--- config.mk ---
export PLATFORM = sky130hd
export DESIGN_NAME = wildcard_classifier
export DESIGN_NICKNAME = d
export VERILOG_FILES = /design/src/rtl/wildcard_classifier.sv
export SDC_FILE = /design/constraint.sdc
export NUM_CORES = 1
export LEC_CHECK = 0
export ABC_AREA = 1
export BUFFER_PORTS_ARGS = -buffer_cell sky130_fd_sc_hd__clkbuf_2
export CAP_MARGIN = 20
export CORE_UTILIZATION = 50
export DETAILED_ROUTE_END_ITERATION = 12
export PLACE_DENSITY_LB_ADDON = 0.25
export SETUP_SLACK_MARGIN = 0.1
export SYNTH_ARGS = -nofsm -noshare
export SYNTH_HDL_FRONTEND = slang
export SYNTH_SLANG_ARGS = --single-unit
--- constraint.sdc ---
create_clock -name clk -period 1.1 [get_ports clk]
set_clock_uncertainty 0.15 [all_clocks]
set_input_delay 0.055 -clock clk [delete_from_list [all_inputs] [get_ports clk]]
set_output_delay 0.055 -clock clk [all_outputs]
set_load 0.01 [all_outputs]
--- src/rtl/wildcard_classifier.sv ---
`timescale 1ns/1ps
`default_nettype none
// ============================================================================
// Module      : wildcard_classifier
// Description : Programmable wildcard classifier. Holds RULES value/care/enable
//               triples (care bit 0 = don't care) and assigns each beat of a
//               valid/ready stream to the lowest-index matching enabled rule,
//               or to the default class RULES when nothing matches.
//               Two register stages: stage 1 captures the input beat, stage 2
//               evaluates the rule table and holds the result.
// Optional    : STATS_EN - per-class saturating 16-bit result counters with
//               stat_clr / stat_sel / stat_count ports.
// Ports       :
//   clk, rst_n                     clock, asynchronous active-low reset
//   cfg_we/idx/value/care/en       rule table write port (idx >= RULES ignored)
//   in_valid / in_ready / in_data  upstream beat handshake
//   out_valid / out_ready          downstream result handshake
//   out_class / out_hit / out_data result: winning rule (or RULES), hit flag,
//                                  data passed through
//   stat_clr / stat_sel / stat_count  (STATS_EN only) counter clear/select/read
// Revision    : 1.0 - initial release
// ============================================================================
module wildcard_classifier #(
    parameter int WIDTH = 3,
    parameter int RULES = 4,
    parameter int CW    = $clog2(RULES + 1),
    parameter int IW    = (RULES > 1) ? $clog2(RULES) : 1
) (
    input  logic             clk,
    input  logic             rst_n,
    input  logic             cfg_we,
    input  logic [IW-1:0]    cfg_idx,
    input  logic [WIDTH-1:0] cfg_value,
    input  logic [WIDTH-1:0] cfg_care,
    input  logic             cfg_en,
    input  logic             in_valid,
    output logic             in_ready,
    input  logic [WIDTH-1:0] in_data,
    output logic             out_valid,
    input  logic             out_ready,
    output logic [CW-1:0]    out_class,
    output logic             out_hit,
    output logic [WIDTH-1:0] out_data
`ifdef STATS_EN
    ,
    input  logic             stat_clr,
    input  logic [CW-1:0]    stat_sel,
    output logic [15:0]      stat_count
`endif
);

    localparam logic [CW-1:0] C_DEFAULT_CLASS = CW'(RULES);

    // ------------------------------------------------------------------
    // Rule table
    // ------------------------------------------------------------------
    logic [WIDTH-1:0] r_val  [RULES];
    logic [WIDTH-1:0] r_care [RULES];
    logic             r_en   [RULES];

    // Indices outside 0..RULES-1 match no loop iteration, so such writes
    // leave the table untouched without a separate range check.
    always_ff @(posedge clk or negedge rst_n) begin
        if (!rst_n) begin
            for (int i = 0; i < RULES; i++) begin
                r_val[i]  <= '0;
                r_care[i] <= '0;
                r_en[i]   <= 1'b0;
            end
        end else begin
            for (int i = 0; i < RULES; i++) begin
                if (cfg_we && (cfg_idx == IW'(i))) begin
                    r_val[i]  <= cfg_value;
                    r_care[i] <= cfg_care;
                    r_en[i]   <= cfg_en;
                end
            end
        end
    end

    // ------------------------------------------------------------------
    // Pipeline handshake
    // ------------------------------------------------------------------
    logic             r_s1_valid;
    logic [WIDTH-1:0] r_s1_data;
    logic             r_out_valid;
    logic [CW-1:0]    r_out_class;
    logic             r_out_hit;
    logic [WIDTH-1:0] r_out_data;

    logic w_s2_ready;
    logic w_s1_ready;
    logic w_in_fire;
    logic w_s1_to_s2;
    logic w_out_fire;

    assign w_s2_ready = !r_out_valid || out_ready;
    assign w_s1_ready = !r_s1_valid || w_s2_ready;
    assign w_in_fire  = in_valid && w_s1_ready;
    assign w_s1_to_s2 = r_s1_valid && w_s2_ready;
    assign w_out_fire = r_out_valid && out_ready;

    // ------------------------------------------------------------------
    // Rule evaluation on stage-1 data. Scanning from the highest index
    // down lets the lowest matching rule overwrite any later match.
    // ------------------------------------------------------------------
    logic [CW-1:0] w_class;
    logic          w_hit;

    always_comb begin
        w_class = C_DEFAULT_CLASS;
        w_hit   = 1'b0;
        for (int i = RULES - 1; i >= 0; i--) begin
            if (r_en[i] && (((r_s1_data ^ r_val[i]) & r_care[i]) == '0)) begin
                w_class = CW'(i);
                w_hit   = 1'b1;
            end
        end
    end

    // ------------------------------------------------------------------
    // Stage 1: capture incoming beat
    // ------------------------------------------------------------------
    always_ff @(posedge clk or negedge rst_n) begin
        if (!rst_n) begin
            r_s1_valid <= 1'b0;
            r_s1_data  <= '0;
        end else if (w_s1_ready) begin
            r_s1_valid <= in_valid;
            if (in_valid) begin
                r_s1_data <= in_data;
            end
        end
    end

    // ------------------------------------------------------------------
    // Stage 2: register classification result. Holds while stalled.
    // ------------------------------------------------------------------
    always_ff @(posedge clk or negedge rst_n) begin
        if (!rst_n) begin
            r_out_valid <= 1'b0;
            r_out_class <= '0;
            r_out_hit   <= 1'b0;
            r_out_data  <= '0;
        end else if (w_s2_ready) begin
            r_out_valid <= r_s1_valid;
            if (w_s1_to_s2) begin
                r_out_class <= w_class;
                r_out_hit   <= w_hit;
                r_out_data  <= r_s1_data;
            end
        end
    end

    assign in_ready  = w_s1_ready;
    assign out_valid = r_out_valid;
    assign out_class = r_out_class;
    assign out_hit   = r_out_hit;
    assign out_data  = r_out_data;

`ifdef STATS_EN
    // ------------------------------------------------------------------
    // Per-class saturating result counters (index RULES = default class)
    // ------------------------------------------------------------------
    logic [15:0] r_cnt [RULES + 1];
    logic [15:0] w_stat_count;

    always_ff @(posedge clk or negedge rst_n) begin
        if (!rst_n) begin
            for (int i = 0; i <= RULES; i++) begin
                r_cnt[i] <= '0;
            end
        end else if (stat_clr) begin
            // Clear takes priority over an increment on the same edge.
            for (int i = 0; i <= RULES; i++) begin
                r_cnt[i] <= '0;
            end
        end else if (w_out_fire) begin
            for (int i = 0; i <= RULES; i++) begin
                if ((r_out_class == CW'(i)) && (r_cnt[i] != 16'hFFFF)) begin
                    r_cnt[i] <= r_cnt[i] + 16'd1;
                end
            end
        end
    end

    // Selecting through a compare loop returns 0 for any stat_sel > RULES.
    always_comb begin
        w_stat_count = '0;
        for (int i = 0; i <= RULES; i++) begin
            if (stat_sel == CW'(i)) begin
                w_stat_count = r_cnt[i];
            end
        end
    end

    assign stat_count = w_stat_count;
`else
    // Handshake completion only feeds the counters.
    logic w_unused;
    assign w_unused = w_out_fire;
`endif

endmodule

`default_nettype wire

==> results of run 1 <==
-- worst paths after layout --
check | start | to | depth (start not counted)
worst max-delay path | r_s1_data[1]$_DFFE_PN0P_ | out_hit$_DFFE_PN0P_ | 9
worst min-delay path | cfg_idx[0] | r_val[8]$_DFFE_PN0P_ | 4
worst max register to register | r_s1_data[1]$_DFFE_PN0P_ | out_hit$_DFFE_PN0P_ | 9
worst min register to register | out_data[0]$_DFFE_PN0P_ | out_data[0]$_DFFE_PN0P_ | 2
max in group asynchronous | rst_n | r_s1_data[2]$_DFFE_PN0P_ | 3
min in group asynchronous | rst_n | out_data[1]$_DFFE_PN0P_ | 3
-- synth_stat cells --
master | count | share of area [%]
nand2_1 | 82 | 17
inv_2 | 3 | 0.63
nor2_1 | 15 | 3.2
nand2_2 | 1 | 0.35
a21oi_1 | 3 | 0.84
clkbuf_1 | 1 | 0.21
o21ai_0 | 31 | 8.7
buf_6 | 1 | 0.63
inv_1 | 26 | 5.5
nand3_1 | 17 | 4.8
dfrtp_1 | 40 | 56
buf_2 | 3 | 0.84
nor2_2 | 3 | 1.1
-- cell type report --
| cell class | instances | area, um2 |
|---|---|---|
| clock buffer | 6 | 41.29 |
| timing repair buffer | 63 | 491.7 |
| sequential | 40 | 1005 |
| inverter | 29 | 111.4 |
| tap | 46 | 57.56 |
| clock inverter | 2 | 35.03 |
| multi-input combinational | 153 | 813.3 |
| fill | 242 | 834.6 |
-- worst max-delay path: cells and delay by family (launching register included) --
| kind | cells | cell delay [ps] |
|---|---|---|
| flip-flops | 1 | 480 |
| AND/OR/NAND/NOR | 8 | 580 |
| buffers and inverters | 1 | 140 |
-- report_power, final --
| part | total [mW] | switching (mW) | leakage [nW] | internal (mW) |
|---|---|---|---|---|
| sequential | 2.00 | 0.238 | 0.490 | 1.76 |
| combinational | 1.36 | 0.711 | 0.779 | 0.649 |
| clock | 0.953 | 0.477 | 0.0422 | 0.477 |
| total | 4.31 | 1.43 | 1.31 | 2.89 |
-- kinds of logic (layout without fill, tap and decap cells) --
logic type	after synthesis	in the layout	synth area share, %
compound gates	34	34	9.537
buf+inv	34	100	7.783
flops	40	40	56.10
simple gates	118	119	26.58
-- routing by layer --
layer,wire [um],up-vias,GRT usage [%]
met5,0,-,0
met4,82,0,9.524
met3,154,9,7.039
met2,1982,36,33.64
met1,2032,744,30.85
li1,-,838,-
-- timing repair --
action,CTS,global route
gates resized for setup,16,37
endpoints found under the hold margin,73,0
setup endpoints to repair,21,22
hold buffers,12,0
buffers inserted,4,9
gates cloned,0,1
pin swaps,4,13
-- sequential cells by signal, summed over array words and instances, names as in the netlist --
name / flops
r_s1_data: 3
r_care: 12
out_class: 3
r_s1_valid: 1
out_valid: 1
out_data: 3
r_val: 12
out_hit: 1
r_en: 4
==> metrics.md, run 1 <==
| Metric | Value |
|---|---|
| DRC violations left | 0 |
| CP max stage cell | dfrtp_2 |
| YS warnings | 0 |
| Setup TNS | -2541 ps |
| Die Wd | 61.74 um |
| Via count | 1,627 |
| Period utilization | 134.7% |
| First-pass GRT wire length | 6016 um |
| Synthesis-to-finish area growth | 43.20% |
| Register area share after synthesis | 56.10% |
| Run status | complete, but fails checks |
| Placed instance area | 0.002082 mm2 |
| H-tree levels | 2 |
| Leak Pwr | 1.310 nW |
| Clk sink count | 40 |
| Share of layout cells above drive strength 1 | ~33% |
| Vias in the first global route | 1,398 |
| Clk buf depth | 2 |
| Crit-path max FO | 6 |
| Antenna violations before repair | 0 |
| Drt initial violations | a little under 70 |
| Largest net degree at the start of global routing | 41 |
| Overall Power | 4.313 mW |
| Setup Viol. Count Final | 13 |
| CP peak stage delay | ~480 ps |
| WL/cell | 12.54 um |
| Worst min path class | input port to flop |
| Final net count | between 300 and 400 |
| Die footprint | 0.003811 mm2 |
| Core Region | 0.003390 mm2 |
| Reg-to-reg slack, setup | -380 ps |
| Max rail drop VDD | around 0.92 mV |
| RSZ-0062 raised after global routing | true |
| Synth cell types | 13 |
| Die Ht | 61.74 um |
| Crit-path most repeated cell | nand2_1 |
| Min setup slack post-route | -381.2 ps |
| Fmax | about 680 MHz |
| Remaining Overflow, GRT | 0 |
| WS Path Type | flop to flop |
| Inst Count DP | 307 |
| Num CTS Buffers | 5 |
| Final wirelength | between 4000 and 5000 um |
| CP Cell Sequence | buf_6, nand2_1, nand3_2, nand2_2, nor2_4, nor2_2, nand2_1, nand2_1, nand2_1 |
| Top Ports | 26 |
| Synth Instances | about 230 |
| Failing checks | negative hold slack, negative setup slack |
| Final worst path period need | 1481 ps |
| CTS clk-pin slew, worst paths | ~120 ps |
| CTS root buf | clkbuf_4 |
| Max-slew headroom | a little over four fifths |
| Utilization after layout | 75.38% |
| Vias/cell | 4.799 |
| Critical Path End Type | flop |
| Worst-Margin Slew | 249.4 ps |
| Most frequent cells in the layout | 71 x nand2_1, 37 x dfrtp_1, 28 x o21ai_0, 25 x inv_1, 23 x clkbuf_2 |
| Element type at the critical path start | flop |
| MaxCap Viol Count | 0 |
| Synth Net Count | ~240 |
| Total GRT Usage | roughly 23% |
| Post-Syn Area | around 0.0018 mm2 |
| Synthesis-stage register bit count | 40 |
| Final hold vios | 1 |
| Crit path DAT | roughly 1600 ps |
| 1st-pass router iterations | 4 |
| Syn avg cell area | about 7.9 um2 |
| Hold Slack | -3.547 ps |
| Worst EP required | 1190 ps |
| Finished Layout Cells | 339 |
| Number of I/O port buffers | 25 |
| CTS tree | built |
| GPL Wtd Cong | 0.7399 |
| Design Area, Final | 0.002555 mm2 |
| Pwr Density | 1688 mW/mm2 |
| Final Max Tran Viols | 0 |
| Place WS | -267.3 ps |
| Commonest non-fill, non-tap cell in the layout | nand2_1 |
| Diodes inserted | 0 |
| Antenna-violating nets left | 0 |
| Initial Utilization | 52.64% |
| HPWL Detailed | between 2000 and 2500 um |
| Clock latency at the later pin of the worst-skew pair | around 350 ps |
| # rows | 21 |
Note: power is estimated with default switching activity, not from simulation.
==> run 2: changes to the inputs <==
--- a/config.mk
+++ b/config.mk
@@ -8,7 +8,7 @@
 export ABC_AREA = 1
 export BUFFER_PORTS_ARGS = -buffer_cell sky130_fd_sc_hd__clkbuf_2
 export CAP_MARGIN = 20
-export CORE_UTILIZATION = 50
+export CORE_UTILIZATION = 55
 export DETAILED_ROUTE_END_ITERATION = 12
 export PLACE_DENSITY_LB_ADDON = 0.25
 export SETUP_SLACK_MARGIN = 0.1
==> constraint.sdc (replaced) <==
create_clock -name clk -period 1.73 [get_ports clk]
set_clock_uncertainty 0.15 [all_clocks]
set_input_delay 0.0865 -clock clk [delete_from_list [all_inputs] [get_ports clk]]
set_output_delay 0.0865 -clock clk [all_outputs]
set_load 0.01 [all_outputs]
==> metrics.md, run 2 (synthesis results as in run 1) <==
| Metric | Value |
|---|---|
| WS Path Type | flop to flop |
| WL/cell | 11.86 um (-5.5%) |
| Die footprint | 0.003476 mm2 (-8.8%) |
| Initial Utilization | 58.44% (+5.8 points) |
| Crit-path max FO | 7 (+1) |
| Total GRT Usage | 24.41% (+1.8 points) |
| Via count | 1,531 (-5.9%) |
| H-tree levels | 2 (unchanged) |
| Vias in the first global route | 1,423 (+1.8%) |
| Max-slew headroom | 64.83% (-19 points) |
| Period utilization | 81.09% (-54 points) |
| Drt initial violations | 76 (+12%) |
| Critical Path End Type | flop |
| Max rail drop VDD | 0.6761 mV (-27%) |
| Design Area, Final | 0.002131 mm2 (-17%) |
| Final worst path period need | 1403 ps (-78.42 ps) |
| Antenna violations before repair | 0 (unchanged) |
| Final net count | 284 (-8.1%) |
| CP peak stage delay | 480 ps (about the same) |
| Clk buf depth | 2 (unchanged) |
| RSZ-0062 raised after global routing | false |
| Diodes inserted | 0 (unchanged) |
| Multi-input gate area | 644.4 um2 (-21%) |
| PostCTS Resize Cnt | 0 (-16) |
| Number of I/O port buffers | 25 (unchanged) |
| Commonest non-fill, non-tap cell in the layout | nand2_1 |
| Worst min path class | input port to asynchronous set/reset pin |
| DRC violations left | 0 (unchanged) |
| CTS tree | built |
| Final Max Tran Viols | 0 (unchanged) |
| Core Region | 0.003053 mm2 (-9.9%) |
| Remaining Overflow, GRT | 0 (unchanged) |
| Largest net degree at the start of global routing | 41 (unchanged) |
| Final hold vios | 0 (-1) |
| Share of layout cells above drive strength 1 | 14.55% (-18 points) |
| Clk sink count | 40 (unchanged) |
| MaxCap Viol Count | 0 (unchanged) |
| CP Cell Sequence | inv_2, nand2_1, nand3_1, nand2_1, nor2_1, nor2_1, nand3_1, nand2_1 |
| Worst EP required | 1830 ps (+640 ps) |
| 1st-pass router iterations | 6 (+2) |
| Setup TNS | 0 ps (+2541 ps) |
| Vias/cell | 4.907 (+2.2%) |
| Fmax | 712.9 MHz (+5.6%) |
| Setup Viol. Count Final | 0 (-13) |
| Clock latency at the later pin of the worst-skew pair | 350 ps (about the same) |
| Top Ports | 26 (unchanged) |
| CP max stage cell | dfrtp_1 |
| CTS root buf | clkbuf_4 |
| Placed instance area | 0.001942 mm2 (-6.7%) |
| Fillers | 269 (+11%) |
| Leak Pwr | 1.142 nW (-13%) |
| Element type at the critical path start | flop |
| Die Wd | 58.96 um (-4.5%) |
| Final wirelength | 3700 um (-13%) |
| HPWL Detailed | 2589 um (+4.1%) |
| CTS clk-pin slew, worst paths | 110 ps (about the same) |
| Seq. cell area | 0.001001 mm2 (-0.37%) |
| Pwr Density | 1078 mW/mm2 (-36%) |
| Largest regs | r_care (12), r_val (12), r_en (4) |
| Num CTS Buffers | 5 (unchanged) |
| Die Ht | 58.96 um (-4.5%) |
| Crit path DAT | 1500 ps (-70 ps) |
| Worst-Margin Slew | 526.1 ps (+276.7 ps) |
| # rows | 20 (-4.8%) |
| First-pass GRT wire length | 6141 um (+2.1%) |
| Run status | finished, final reports clean |
| GPL Wtd Cong | 0.7799 (+5.4%) |
| Synthesis-to-finish area growth | 19.42% |
| Antenna-violating nets left | 0 (unchanged) |
| Most frequent cells in the layout | 82 x nand2_1, 40 x dfrtp_1, 31 x o21ai_0, 26 x inv_1, 25 x clkbuf_2 |
| Crit-path most repeated cell | nand2_1 |
-- run 2: cell count changes in the layout (fill, tap and decap cells not counted), moves of 6 or more --
cell     before  now
buf_6         9    0
nor2_1        8   15
nor2_4        6    0
buf_4        18    1
nand2_2       9    1
nand2_1      71   82
-- run 2: cell type report --
cell class	instances	share of cell area, %
well taps	44	2.584
multi-input cells	152	30.24
flip-flops and latches	40	46.98
repair buffers	39	12.33
clock buffers	8	2.760
inverters	29	5.109
-- run 2: what timing repair did --
action / CTS / global route
hold endpoints to repair: 73 / 0
setup buffers: 0 / 0
hold buffers: 13 / 0
setup endpoints to repair: 0 / 0
-- run 2: worst max-delay path: cells and delay by family (launching register included) --
family                 cells  cell delay [ps]
AND/OR/NAND/NOR            7              560
buffers and inverters      1              120
flip-flops                 1              480
-- run 2: path summary, 6_finish.rpt --
| check | to | start | slack (ps) | cells after the start |
|---|---|---|---|---|
| worst max-delay path | out_class[1]$_DFFE_PN0P_ | r_s1_data[1]$_DFFE_PN0P_ | 330 | 8 |
| worst min-delay path | r_s1_valid$_DFFE_PN0N_ | rst_n | 170 | 3 |
| worst max register to register | out_class[1]$_DFFE_PN0P_ | r_s1_data[1]$_DFFE_PN0P_ | 330 | 8 |
| worst min register to register | out_class[2]$_DFFE_PN0P_ | out_class[2]$_DFFE_PN0P_ | 340 | 2 |
| max in group asynchronous | r_val[8]$_DFFE_PN0P_ | rst_n | 910 | 3 |
| min in group clk | r_en[3]$_DFFE_PN0P_ | cfg_we | 210 | 4 |
-- run 2: through the flow --
step,total power [mW],worst slack (ps),utilization (%),std cells,hold WS [ps]
after CTS,2.308,344.7,69.80,312,180.3
final,2.297,327.2,69.80,312,172.8
after floorplan,1.610,505.2,-,226,-359.1
after global placement,1.789,398.4,63.61,291,17.84
after global routing,2.473,199.2,69.80,312,216.0
after detailed placement,1.808,373.7,63.61,291,19.20
-- run 2: report_power, final --
part           switching [mW]  total [mW]  leakage (nW)  internal (mW)
logic                   0.326       0.556         0.618          0.230
clock network           0.282       0.482        0.0326          0.201
registers               0.140        1.26         0.492           1.12
total                   0.748        2.30          1.14           1.55
-- run 2: per-layer routing --
metal / up-vias / global-route usage [%] / part of all wire [%]
met5: - / 0 / 0
met4: 0 / 8.163 / 1.3
met3: 6 / 6.813 / 3.8
met2: 36 / 39.45 / 46
met1: 701 / 31.74 / 49
li1: 788 / - / -
==> run 3: changes to the inputs <==
--- a/config.mk
+++ b/config.mk
@@ -5,10 +5,10 @@
 export SDC_FILE = /design/constraint.sdc
 export NUM_CORES = 1
 export LEC_CHECK = 0
-export ABC_AREA = 1
+export ABC_AREA = 0
 export BUFFER_PORTS_ARGS = -buffer_cell sky130_fd_sc_hd__clkbuf_2
 export CAP_MARGIN = 20
-export CORE_UTILIZATION = 55
+export CORE_UTILIZATION = 50
 export DETAILED_ROUTE_END_ITERATION = 12
 export PLACE_DENSITY_LB_ADDON = 0.25
 export SETUP_SLACK_MARGIN = 0.1
==> constraint.sdc (replaced) <==
create_clock -name clk -period 1.2 [get_ports clk]
set_clock_uncertainty 0.15 [all_clocks]
set_input_delay 0.06 -clock clk [delete_from_list [all_inputs] [get_ports clk]]
set_output_delay 0.06 -clock clk [all_outputs]
set_load 0.01 [all_outputs]
==> metrics.md, run 3 <==
| Metric | Value |
|---|---|
| Run status | complete, but fails checks |
| Failing checks | negative setup slack |
| Period utilization | 134.3% (+53 points) |
| WL/cell | 16.52 um (+39%) |
| Max layer used | met4 |
| Die Ht | 61.15 um (+3.7%) |
| YS warnings | 0 (unchanged) |
| Post-Syn Area | 0.001749 mm2 (-2.0%) |
| Total GRT Usage | 21.47% (-2.9 points) |
| RSZ-0062 raised after global routing | true |
| Largest regs | r_care (12), r_val (12), r_en (4) |
| XOR/XNOR Fraction of Synth Area | 6.438% (+6.4 points) |
| Synthesis-to-finish area growth | 35.48% |
| MaxCap Viol Count | 0 (unchanged) |
| Register area share after synthesis | 57.22% (+1.1 points) |
| Internal power | 2.608 mW (+68%) |
| Number of I/O port buffers | 25 (unchanged) |
| Post-Synth Simple-Gate Area | 6.509% (-20 points) |
| Die footprint | 0.003739 mm2 (+7.6%) |
| Inst Count DP | 202 (-31%) |
| Fmax | 620.5 MHz (-13%) |
| WL met3 | 114 um (-19%) |
| Final wirelength | 3815 um (+3.1%) |
| Final worst path period need | 1612 ps (+208.9 ps) |
| Crit path DAT | 1710 ps (+210 ps) |
| Most frequent cells in the layout | 37 x dfrtp_1, 21 x mux2_2, 16 x clkbuf_2, 15 x buf_4 |
| Commonest cells in the netlist | 40 x dfrtp_1, 27 x mux2_2, 10 x xor2_1 |
| Min setup slack post-route | -411.7 ps (-738.9 ps) |
| Largest family of logic cells by synthesized area | multiplexers |
| CTS tree | built |
| Met1 WL | 1644 um (-8.9%) |
| Synth Flop Type | dfrtp_1 |
| Synth cell types | 23 (+10) |
| Final Max Tran Viols | 0 (unchanged) |
| CP Depth | 4 (-4) |
| Die Wd | 61.15 um (+3.7%) |
| Place WS | -452.1 ps (-825.8 ps) |
| Drt initial violations | 27 (-64%) |
| Leak Pwr | 1.097 nW (-3.9%) |
| Share of layout cells above drive strength 1 | 50.27% (+36 points) |
| Fillers | 239 (-11%) |
| Diodes inserted | 0 (unchanged) |
| Vias in the first global route | 1,143 (-20%) |
| Flop pwr share | 50.0% (-4.8 points) |
| Post-synthesis compound-gate area fraction | 6.152% (-3.4 points) |
| CP Cell Sequence | xor2_1, a22oi_2, a31oi_2, a32o_1 |
| GPL Wtd Cong | 0.8841 (+13%) |
| Synth top area cells | dfrtp_1 57%, mux2_2 17%, xor2_1 5.0%, mux2_1 4.5%, a221oi_4 1.5% |
| Synth Instances | 121 (-46%) |
| Seq. cell area | 0.001005 mm2 (+0.37%) |
| CTS root buf | clkbuf_4 |
| Post-synthesis mux area share | 21.89% (+22 points) |
| Utilization after layout | 71.02% (+1.2 points) |
| Max-slew headroom | 81.14% (+16 points) |
| HPWL Detailed | 2490 um (-3.8%) |
| CP max stage cell | dfrtp_2 |
| Setup Viol. Count Final | 12 (+12) |
| Worst-Margin Slew | 283.0 ps (-243.2 ps) |
| Clk network pwr share | 18.9% (-2.1 points) |
| Element type at the critical path start | flop |
| Final hold vios | 0 (unchanged) |
| First-pass GRT wire length | 5526 um (-10%) |
| Vias/cell | 5.190 (+5.8%) |
| Critical Path End Type | flop |
| DRC violations left | 0 (unchanged) |
| Post-synth EDFFs | 0 (unchanged) |
| Num CTS Buffers | 5 (unchanged) |
| CTS Hold Bufs | 12 (-1) |
| FF-to-FF path depth | 4 (-4) |
| Final net count | 201 (-29%) |
| CTS clk-pin slew, worst paths | 110 ps (about the same) |
| Pwr Density | 1569 mW/mm2 (+46%) |
| Top Ports | 26 (unchanged) |
| Switching pwr | 1.110 mW (+48%) |
| Comb power frac | 31.1% (+6.9 points) |
| Sw Share | 29.86% (-2.7 points) |
| Max rail drop VDD | 0.9252 mV (+37%) |
| Adder-Cell Fraction of Synth Area | 0% (unchanged) |
| Routed wl met2 | 1970 um (+15%) |
| H-tree levels | 2 (unchanged) |
| Multi-input gate area | 777.0 um2 (+21%) |
| Initial Utilization | 52.42% (-6.0 points) |
| Leading cell type by number of instances after synthesis | dfrtp_1 |
| CP peak stage delay | 480 ps (about the same) |
| Remaining Overflow, GRT | 0 (unchanged) |
| 1st-pass router iterations | 4 (-2) |
| Asr flop ratio synth | 100.0% (unchanged) |
| Antenna violations before repair | 0 (unchanged) |
| Synthesis-stage register bit count | 40 (unchanged) |
| Largest net degree at the start of global routing | 23 (-44%) |
| Antenna-violating nets left | 0 (unchanged) |
| Finished Layout Cells | 231 (-26%) |
| Clk buf depth | 2 (unchanged) |
| CP top delay family | compound AO/OA/AOI/OAI gates |
| Worst min path class | input port to flop |
| Worst EP required | 1290 ps (-540 ps) |
| Design Area, Final | 0.002370 mm2 (+11%) |
| # rows | 21 (+5.0%) |
| WS Path Type | flop to flop |
| Hold depth | 4 |
| Clk sink count | 40 (unchanged) |
| Via count | 1,199 (-22%) |
| Core Region | 0.003337 mm2 (+9.3%) |
| Crit path buffers/inverters | 0 (-1) |
| Cell taking the most area after synthesis | dfrtp_1 |
| Synth Net Count | 138 (-43%) |
| Crit-path max FO | 5 (-2) |
| Syn avg cell area | 14.46 um2 (+83%) |
| Commonest non-fill, non-tap cell in the layout | dfrtp_1 |
| Placed instance area | 0.002022 mm2 (+4.1%) |
| Post-synth top area share | 57.22% (+1.1 points) |
| Clock latency at the later pin of the worst-skew pair | 340 ps (about the same) |
-- run 3: area by class of cell --
| cell class | instances | share of cell area (%) |
|---|---|---|
| repair buffers | 59 | 19.75 |
| multi-input cells | 77 | 32.79 |
| well taps | 46 | 2.429 |
| flip-flops and latches | 40 | 42.40 |
| inverters | 1 | 0.1584 |
| clock buffers | 8 | 2.482 |
-- run 3: per-layer routing --
layer | GRT usage (%) | up-vias
li1 | - | 563
met1 | 28.65 | 601
met2 | 33.07 | 27
met3 | 4.412 | 8
met4 | 11.69 | 0
met5 | 0 | -
-- run 3: through the flow --
step | hold slack (ps) | TNS [ps] | total power, mW
global placement | -107.0 | -1407 | 2.727
CTS | -38.73 | -1832 | 3.610
floorplan | -385.6 | -1378 | 2.448
finish | 41.12 | -2139 | 3.718
global route | 22.51 | -2768 | 3.932
detailed placement | -100.6 | -1671 | 2.764
-- run 3: cell families after synthesis --
kind of cell / Yosys count
buffers and inverters: 4
multiplexers: 34
XOR/XNOR: 12
AND/OR/NAND/NOR: 19
AO/OA/AOI/OAI: 12
flip-flops: 40
-- run 3: path summary, 6_finish.rpt --
check	start	to	slack, ps
min reg2reg	r_care[10]$_DFFE_PN0P_	r_care[10]$_DFFE_PN0P_	360
max in group asynchronous	rst_n	r_s1_data[2]$_DFFE_PN0P_	590
max reg2reg	r_s1_data[2]$_DFFE_PN0P_	out_class[2]$_DFFE_PN0P_	-410
min	out_ready	out_valid$_DFFE_PN0N_	40
min in group asynchronous	rst_n	out_data[0]$_DFFE_PN0P_	60
max	r_s1_data[2]$_DFFE_PN0P_	out_class[2]$_DFFE_PN0P_	-410
-- run 3: power by group through the flow --
stage	registers, mW	clock network, mW	logic [mW]
6_report	1.86	0.704	1.16
5_1_grt	1.89	0.783	1.26
4_1_cts	1.84	0.727	1.04
3_5_place_dp	1.87	0	0.898
3_3_place_gp	1.85	0	0.872
2_1_floorplan	1.84	0	0.609
-- run 3: tightest hold or removal path: cells and delay by family --
kind          cells  cell delay [ps]
buf+inv           2              220
simple gates      2              210
-- run 3: what timing repair did --
item	in CTS	in global routing
hold endpoints to repair	73	1
resized for setup	16	15
setup buffers	6	3
endpoints found under the setup margin	13	19
pin swaps	9	6
